$ cat config.mk
export PLATFORM = sky130hd
export DESIGN_NAME = pixel_stream_sink
export DESIGN_NICKNAME = d
export VERILOG_FILES = /design/src/rtl/pixel_stream_sink.sv
export SDC_FILE = /design/constraint.sdc
export NUM_CORES = 1
export LEC_CHECK = 0
export BUFFER_PORTS_ARGS = -buffer_cell sky130_fd_sc_hd__buf_4
export CAP_MARGIN = 10
export CELL_PAD_IN_SITES_DETAIL_PLACEMENT = 2
export CELL_PAD_IN_SITES_GLOBAL_PLACEMENT = 2
export CORE_ASPECT_RATIO = 2
export CORE_MARGIN = 10
export CORE_UTILIZATION = 35
export DETAILED_ROUTE_END_ITERATION = 10
export PLACE_DENSITY_LB_ADDON = 0.25
export SLEW_MARGIN = 10
export SYNTH_ARGS = -nofsm -noshare
export SYNTH_HDL_FRONTEND = slang
export SYNTH_SLANG_ARGS = --single-unit
$ cat constraint.sdc
create_clock -name clk -period 3.96 [get_ports clk]
set_clock_uncertainty 0.2 [all_clocks]
set_input_delay 0 -clock clk [delete_from_list [all_inputs] [get_ports clk]]
set_output_delay 0 -clock clk [all_outputs]
set_load 0.02 [all_outputs]
$ cat src/rtl/pixel_stream_sink.sv
// pixel_stream_sink
//   Receiving end of the renderer pixel stream. Clips pixels to the visible
//   screen, converts (x,y) to a linear framebuffer address, buffers accepted
//   pixels in a small FIFO and drains them to the framebuffer write port over
//   a ready/valid handshake. Reports idle, a sticky overflow flag and a
//   saturating clipped-pixel count.
//
//   Optional build macro: PIXEL_SINK_COLOR_KEY_EN
//     defined   -> in-range pixels whose colour equals KEY_COLOR are discarded
//                  at ingress (no store, no clip count, no overflow).
//     undefined -> KEY_COLOR is ignored; every in-range pixel is written.
//
// Ports
//   clk          in   system clock
//   resetn       in   asynchronous active-low reset
//   x_stream     in   pixel x (9 bits)
//   y_stream     in   pixel y (8 bits)
//   color_stream in   pixel colour (3 bits)
//   writeEn      in   pixel valid, one pixel per high cycle
//   in_ready     out  sink can accept an in-range pixel this cycle
//   mem_addr     out  framebuffer address of the FIFO head (y*SCREEN_W + x)
//   mem_color    out  framebuffer write data of the FIFO head
//   mem_we       out  write valid (FIFO non-empty)
//   mem_ready    in   framebuffer accepts the write this cycle
//   idle         out  stage register and FIFO both empty
//   overflow     out  sticky: pixel dropped for lack of space
//   clip_count   out  saturating count of clipped pixels
//   clear_flags  in   synchronous clear of overflow and clip_count
module pixel_stream_sink #(
   parameter int unsigned DEPTH     = 8,
   parameter int unsigned SCREEN_W  = 320,
   parameter int unsigned SCREEN_H  = 240,
   parameter logic [2:0]  KEY_COLOR = 3'b000
) (
   input  logic        clk,
   input  logic        resetn,
   input  logic [8:0]  x_stream,
   input  logic [7:0]  y_stream,
   input  logic [2:0]  color_stream,
   input  logic        writeEn,
   output logic        in_ready,
   output logic [16:0] mem_addr,
   output logic [2:0]  mem_color,
   output logic        mem_we,
   input  logic        mem_ready,
   output logic        idle,
   output logic        overflow,
   output logic [15:0] clip_count,
   input  logic        clear_flags
);

   localparam int unsigned AW = $clog2(DEPTH);
   localparam int unsigned CW = AW + 1;
   localparam logic [9:0]  SCREEN_W_L = 10'(SCREEN_W);
   localparam logic [8:0]  SCREEN_H_L = 9'(SCREEN_H);

`ifdef PIXEL_SINK_COLOR_KEY_EN
   localparam bit KEY_EN = 1'b1;
`else
   localparam bit KEY_EN = 1'b0;
`endif

   function automatic logic [15:0] sat_inc16(input logic [15:0] v);
      return (v == 16'hFFFF) ? v : v + 16'd1;
   endfunction

   // control state
   logic          stage_valid_q, stage_valid_d;
   logic [AW-1:0] wr_ptr_q, wr_ptr_d;
   logic [AW-1:0] rd_ptr_q, rd_ptr_d;
   logic [CW-1:0] count_q, count_d;
   logic          overflow_q, overflow_d;
   logic [15:0]   clip_cnt_q, clip_cnt_d;

   // datapath storage (not reset: validity is carried by the control state)
   logic [16:0]   stage_addr_q;
   logic [2:0]    stage_color_q;
   logic [16:0]   fifo_addr_q  [DEPTH];
   logic [2:0]    fifo_color_q [DEPTH];

   logic          clip_hit, key_hit, in_range_px, accept, drop, push, pop;
   logic [CW:0]   occupancy;
   logic [16:0]   y_ext, pix_addr;

   // ---- ingress: clip, key, space check, address conversion ----
   assign clip_hit    = writeEn &&
                        (({1'b0, x_stream} >= SCREEN_W_L) || ({1'b0, y_stream} >= SCREEN_H_L));
   assign key_hit     = KEY_EN && (color_stream == KEY_COLOR);
   assign in_range_px = writeEn && !clip_hit && !key_hit;

   // A pop in this cycle is deliberately not credited, keeping in_ready
   // independent of mem_ready.
   assign occupancy = {1'b0, count_q} + {{CW{1'b0}}, stage_valid_q};
   assign in_ready  = occupancy < (CW + 1)'(DEPTH);

   assign accept = in_range_px && in_ready;
   assign drop   = in_range_px && !in_ready;

   // y*320 + x as shift-add; the maximum (76799) fits 17 bits.
   assign y_ext    = {9'd0, y_stream};
   assign pix_addr = (y_ext << 8) + (y_ext << 6) + {8'd0, x_stream};

   // ---- stage -> FIFO push, FIFO head -> framebuffer pop ----
   assign push = stage_valid_q;
   assign pop  = mem_we && mem_ready;

   always_comb begin
      stage_valid_d = accept;
      wr_ptr_d      = wr_ptr_q;
      rd_ptr_d      = rd_ptr_q;
      count_d       = count_q;
      overflow_d    = overflow_q;
      clip_cnt_d    = clip_cnt_q;

      if (push) wr_ptr_d = wr_ptr_q + AW'(1);
      if (pop)  rd_ptr_d = rd_ptr_q + AW'(1);

      case ({push, pop})
         2'b10:   count_d = count_q + CW'(1);
         2'b01:   count_d = count_q - CW'(1);
         default: count_d = count_q;
      endcase

      // Clear wins over any event in the same cycle.
      if (clear_flags) begin
         overflow_d = 1'b0;
         clip_cnt_d = 16'd0;
      end else begin
         if (drop)     overflow_d = 1'b1;
         if (clip_hit) clip_cnt_d = sat_inc16(clip_cnt_q);
      end
   end

   always_ff @(posedge clk or negedge resetn) begin
      if (!resetn) begin
         stage_valid_q <= 1'b0;
         wr_ptr_q      <= '0;
         rd_ptr_q      <= '0;
         count_q       <= '0;
         overflow_q    <= 1'b0;
         clip_cnt_q    <= 16'd0;
      end else begin
         stage_valid_q <= stage_valid_d;
         wr_ptr_q      <= wr_ptr_d;
         rd_ptr_q      <= rd_ptr_d;
         count_q       <= count_d;
         overflow_q    <= overflow_d;
         clip_cnt_q    <= clip_cnt_d;
      end
   end

   always_ff @(posedge clk) begin
      if (accept) begin
         stage_addr_q  <= pix_addr;
         stage_color_q <= color_stream;
      end
      if (push) begin
         fifo_addr_q[wr_ptr_q]  <= stage_addr_q;
         fifo_color_q[wr_ptr_q] <= stage_color_q;
      end
   end

   // ---- egress outputs ----
   // Head is gated with mem_we so the port reads zero whenever nothing is queued.
   assign mem_we     = (count_q != '0);
   assign mem_addr   = mem_we ? fifo_addr_q[rd_ptr_q]  : 17'd0;
   assign mem_color  = mem_we ? fifo_color_q[rd_ptr_q] : 3'd0;
   assign idle       = !stage_valid_q && (count_q == '0);
   assign overflow   = overflow_q;
   assign clip_count = clip_cnt_q;

endmodule

# After elaboration in Yosys (flattened, before gate mapping)
# Memory sizes are Yosys's and may differ from the RTL's.
# Index checks and enable logic that the tools add are counted.
# op_classes
addsub	8
n_mux	10
n_reduce_logical	16
order_cmp	3
eq_ne	4
# op_table
operator	count
$mux 16	3
$add 16x14->17	1
$add 17x9->17	1
$mux 17	1
$add 16x1->16 const B	1
$eq 16x16->1 const B	1
$ge 9x9->1 const B	1
$ge 8x8->1 const B	1
$pmux 4 s2	1
$add 3x1->3 const B	2
$logic_and 1x1->1	6
$reduce_bool 2->1	3
$add 4x1->5	1
$lt 5x4->1 const B	1
$add 4x1->4 const B	1
$logic_not 4->1	1
$mux 1	4
$reduce_bool 4->1	1
$sub 4x1->4 const B	1
$logic_not 1->1	3
$mux 3	1
$eq 2x1->1 const B	1
$eq 2x2->1 const B	1
$ne 2x2->1 const B	1
2 further kinds	2
# word_totals
mem_count	2
ram_bits	160
word_cells	51
ff_bits	48
out_inout_bits	40
input_bits	25
# memory_table
name	words	width	read_ports	rd_ports_with_merged_regs	write_ports	line	rtl
fifo_addr_q	8	17	1	0	1	78	logic [16:0] fifo_addr_q [DEPTH];
fifo_color_q	8	3	1	0	1	79	logic [2:0] fifo_color_q [DEPTH];

# Logic depth before layout (Yosys ltp)
# depth
ltp_word	8
mapped_depth	10
depth_no_buf	9

# Worst setup path before layout
# Ideal clock, no wire load.
# synth_path
path_kind	register to register
from	register stage_valid_q, in the netlist push
to	memory fifo_addr_q[1][0], enable pin
period_less_slack_ps	2727
path_buffers	1
arrival_ps	2105
slack_ps	1233
stages_incl_launch_ff	4
required_ps	3338
path_cell_list	dfrtp_1 > clkbuf_1 > nand2_1 > nor3_1
# synth_via
elab_chain_cells	2
# synth_rtl
item	line	rtl
from (decl)	68	logic stage_valid_q, stage_valid_d;
from (signal assigned)	143	stage_valid_q <= stage_valid_d;
$mux 1	157	if (push) begin
$mux 1 (not written as such)	158	fifo_addr_q[wr_ptr_q] <= stage_addr_q;
to (decl)	78	
# No other way between the ends.

# Worst setup path after layout
# layout_path
from	input x_stream[7]
to	register stage_addr_q[15], data pin
# layout_via
elab_chain_cells	1
# layout_rtl
item	line	rtl
from (decl)	37	input logic [8:0] x_stream,
$add 17x9->17	101	assign pix_addr = (y_ext << 8) + (y_ext << 6) + {8'd0, x_stream};
named net pix_addr[15]	83	logic [16:0] y_ext, pix_addr;
to (signal assigned)	154	stage_addr_q <= pix_addr;
to (decl)	76	logic [16:0] stage_addr_q;
# The timed path passes the listed nets, and every way through them passes these cells.
# A chain may end at the register's enable or synchronous reset.

==> results by group <==
Clock tree
  • Post-CTS setup repair buffer count: 0
  • Cells resized by post-CTS repair: 0
  • Root Buffer: clkbuf_16
  • Max Buffers Root-to-Sink: 3
  • H-Tree Depth: 1
  • Post-CTS Hold Fix Bufs: 32
  • Clock Latency Late Sink: 0.51 ns
  • # clock sinks: 208
  • CTS Buf Count: 21
  • CTS tree: built
  • Clock-pin slew on the worst setup and hold paths: 0.07 ns

STA
  • Worst Tran Pin Value: 1.08 ns
  • Worst slew margin: 27.8%
  • Final period util: 88.9%
  • RSZ-0062 raised after global routing: false
  • Fin. max-slew vios: 0
  • Worst hold slack: 0.0106 ns
  • Total negative setup slack: 0 ns
  • Final Critical Period: 3.52 ns
  • Final hold violation count: 0
  • Final count of negative-setup-slack endpoints: 0
  • Peak Freq: 0.284 GHz

GRT
  • Largest net degree at the start of global routing: 29
  • GRT Util Overall: 13.7%
  • Initial antenna violation count: 0
  • Vias in the first global route: 5792
  • Grt total ovfl: 0
  • First-pass GRT wire length: 34400 um

Setup path
  • CP max stage cell: dlygate4sd3_1
  • CP startpoint kind: input pin
  • Crit path largest cell delay: 0.56 ns
  • Nature of the critical path endpoint: register
  • Worst path top cell family by delay: buffers and inverters
  • Worst R2R Path Depth: 10
  • Crit path cell chain: dlygate4sd3_1 -> buf_4 -> ha_1 -> dlygate4sd3_1 -> ha_1 -> fa_1 -> a211oi_1 -> o21bai_1 -> a311oi_1 -> xnor2_1 -> dlygate4sd3_1
  • RR Endpoint: count_q[3]
  • WP data arrival: 3.58 ns
  • Crit path top cell by count: dlygate4sd3_1
  • WP buf/inv: 4
  • Reg-to-reg slack, setup: 1.04 ns
  • Worst-path maximum fanout: 3
  • Reg-to-Reg Start: count_q[0]
  • CP required: 4.02 ns
  • Worst Setup Path Type: input pin to register

Placed design
  • Placed insts: 886
  • # port buffers: 64
  • HPWL after DPL: 14300 um
  • Final GP Congestion: 0.708

Synth
  • Synth cell types: 53
  • Sequential fraction of the synthesis area: 69.7%
  • Post-synthesis register bit count: 208
  • Mapped Area: 0.00877 mm^2
  • Mapped Cells: 495
  • Avg Inst Size Synth: 17.7 um^2
  • Ys Warns: 0
  • Syn Nets: 544

Min path
  • Worst hold stages: 5
  • WHS Endpoint: clip_count[2]
  • Hold Path Class: input pin to register
  • Min-delay src: x_stream[6]

Power
  • Total Power: 0.00695 W
  • Max IR drop VDD: 246 uV
  • Pwr per Cell Area: 648 mW/mm^2
  • Leak: 3.84 nW

Routing
  • DRC viols: 0
  • Total vias in the final route: 4841
  • Total Wirelength: 21800 um
  • Via density: 5.07
  • DR iter-0 viols: 186
  • Post-route ant nets: 0
  • DR WL/cell: 22.9 um
  • 1st-pass router iterations: 4

Layout
  • Share of cells above drive strength 1: 27.4%
  • Util after Layout: 43.5%
  • Fin nets: 658
  • Commonest non-fill, non-tap cell in the layout: edfxtp_1
  • FILL cells: 2355
  • Most frequent cells in the layout: 180 x edfxtp_1, 82 x buf_4, 40 x mux4_2
  • Register area: 0.00611 mm^2
  • Final cell count without fillers: 955
  • Multi-input logic area: 0.00252 mm^2
  • Area Growth Syn to Fin: 22.3%
  • N_diodes: 0

Floorplanning
  • Die Y: 244 um
  • Die X: 132 um
  • Die area: 0.0322 mm^2
  • I/O pins: 65
  • Initial core utilization: 35.6%
  • CORE AREA: 0.0246 mm^2
  • Row count: 81

Run
  • Max-cap violations: 0

Status
  • Status: completed
worst max-delay path by stage:
stage          cells after the start  slack (ns)        start                end
2_1_floorplan                      3        1.23         push  fifo_addr_q[1][0]
3_3_place_gp                      10        1.14   count_q[0]         count_q[3]
3_5_place_dp                      10        1.01   count_q[0]         count_q[3]
4_1_cts                           11        0.45  x_stream[7]   stage_addr_q[15]
5_1_grt                           11        0.32  x_stream[7]   stage_addr_q[15]
6_report                          11        0.44  x_stream[7]   stage_addr_q[15]
power by group:
part	total (W)	internal (W)	switching [W]
Clock	0.00198	0.00115	0.000831
Sequential	0.00297	0.00263	0.000345
Combinational	0.00200	0.000997	0.000999
cell families (layout without fill, tap and decap cells):
family / count (synthesis) / count (layout) / share of synthesized area [%]
DFF: 208 / 208 / 69.7
buffers and inverters: 38 / 166 / 1.83
adders and majority gates: 24 / 24 / 3.68
xor gates and xnor gates: 14 / 14 / 1.40
and+or+nand+nor: 91 / 91 / 5.82
AOI/OAI and AO/OA: 53 / 53 / 4.15
muxes: 67 / 67 / 13.5
area by class of cell:
cell class | instances | area share, %
clock buffer | 26 | 5.26
timing repair buffer | 114 | 8.82
clock inverter | 11 | 1.09
sequential | 208 | 57.0
tap | 332 | 3.87
multi-input combinational | 249 | 23.5
inverter | 15 | 0.525
layer usage:
| metal | routed length (um) | global-route usage [%] | vias to the layer above |
|---|---|---|---|
| met4 | 468 | 4.80 | 0 |
| met2 | 12800 | 26.8 | 87 |
| met3 | 708 | 2.23 | 25 |
| li1 | - | - | 2193 |
| met5 | 0 | 0 | - |
| met1 | 7900 | 14.0 | 2536 |
worst min-delay path, delay by kind of cell:
| family | cells | cell delay [ns] |
|---|---|---|
| AOI/OAI and AO/OA | 3 | 0.52 |
| buffers and inverters | 1 | 0.09 |
| and+or+nand+nor | 1 | 0.08 |
stage by stage:
stage          setup slack [ns]  area [um^2]
2_1_floorplan              1.23         8770
3_3_place_gp               1.14         9710
3_5_place_dp               1.01         9710
4_1_cts                   0.446        10700
5_1_grt                   0.318        10700
6_report                  0.439        10700
Yosys cell counts, drive strengths merged:
cell type	count	area [um^2]
a21oi	16	80.1
dfrtp	28	701
o21a	4	30.0
and3	1	6.26
a31oi	3	25.0
and4	4	37.5
a21o	3	22.5
nor4b	1	8.76
mux2i	23	230
fa	3	60.1
a41oi	1	8.76
nand3	3	20.0
nand2b	5	31.3
o31ai	9	67.6
a211oi	2	15.0
ha	21	263
and2	1	6.26
nor4	7	65.1
or4	9	67.6
mux4	40	901
o31a	1	8.76
nand2	12	45.0
o211a	1	10.0
o22ai	1	6.26
xnor2	10	87.6
mux2	4	48.8
nor2b	3	18.8
o21ai	8	40.0
buf	11	58.8
xor2	4	35.0
nand4	4	40.0
a311oi	1	8.76
edfxtp	180	5410
o2111ai	1	26.3
o21bai	2	15.0
inv	15	56.3
nor2	35	131
or3	2	12.5
clkbuf	12	45.0
nor3	4	20.0
state kept, by name, indices dropped and copies added, names as in the netlist:
signal / flops
fifo_addr_q: 136
rd_ptr_q: 3
fifo_color_q: 24
wr_ptr_q: 3
push: 1
count_q: 4
stage_addr_q: 17
clip_count: 16
stage_color_q: 3
overflow: 1
(Power assumes the default switching activity.)
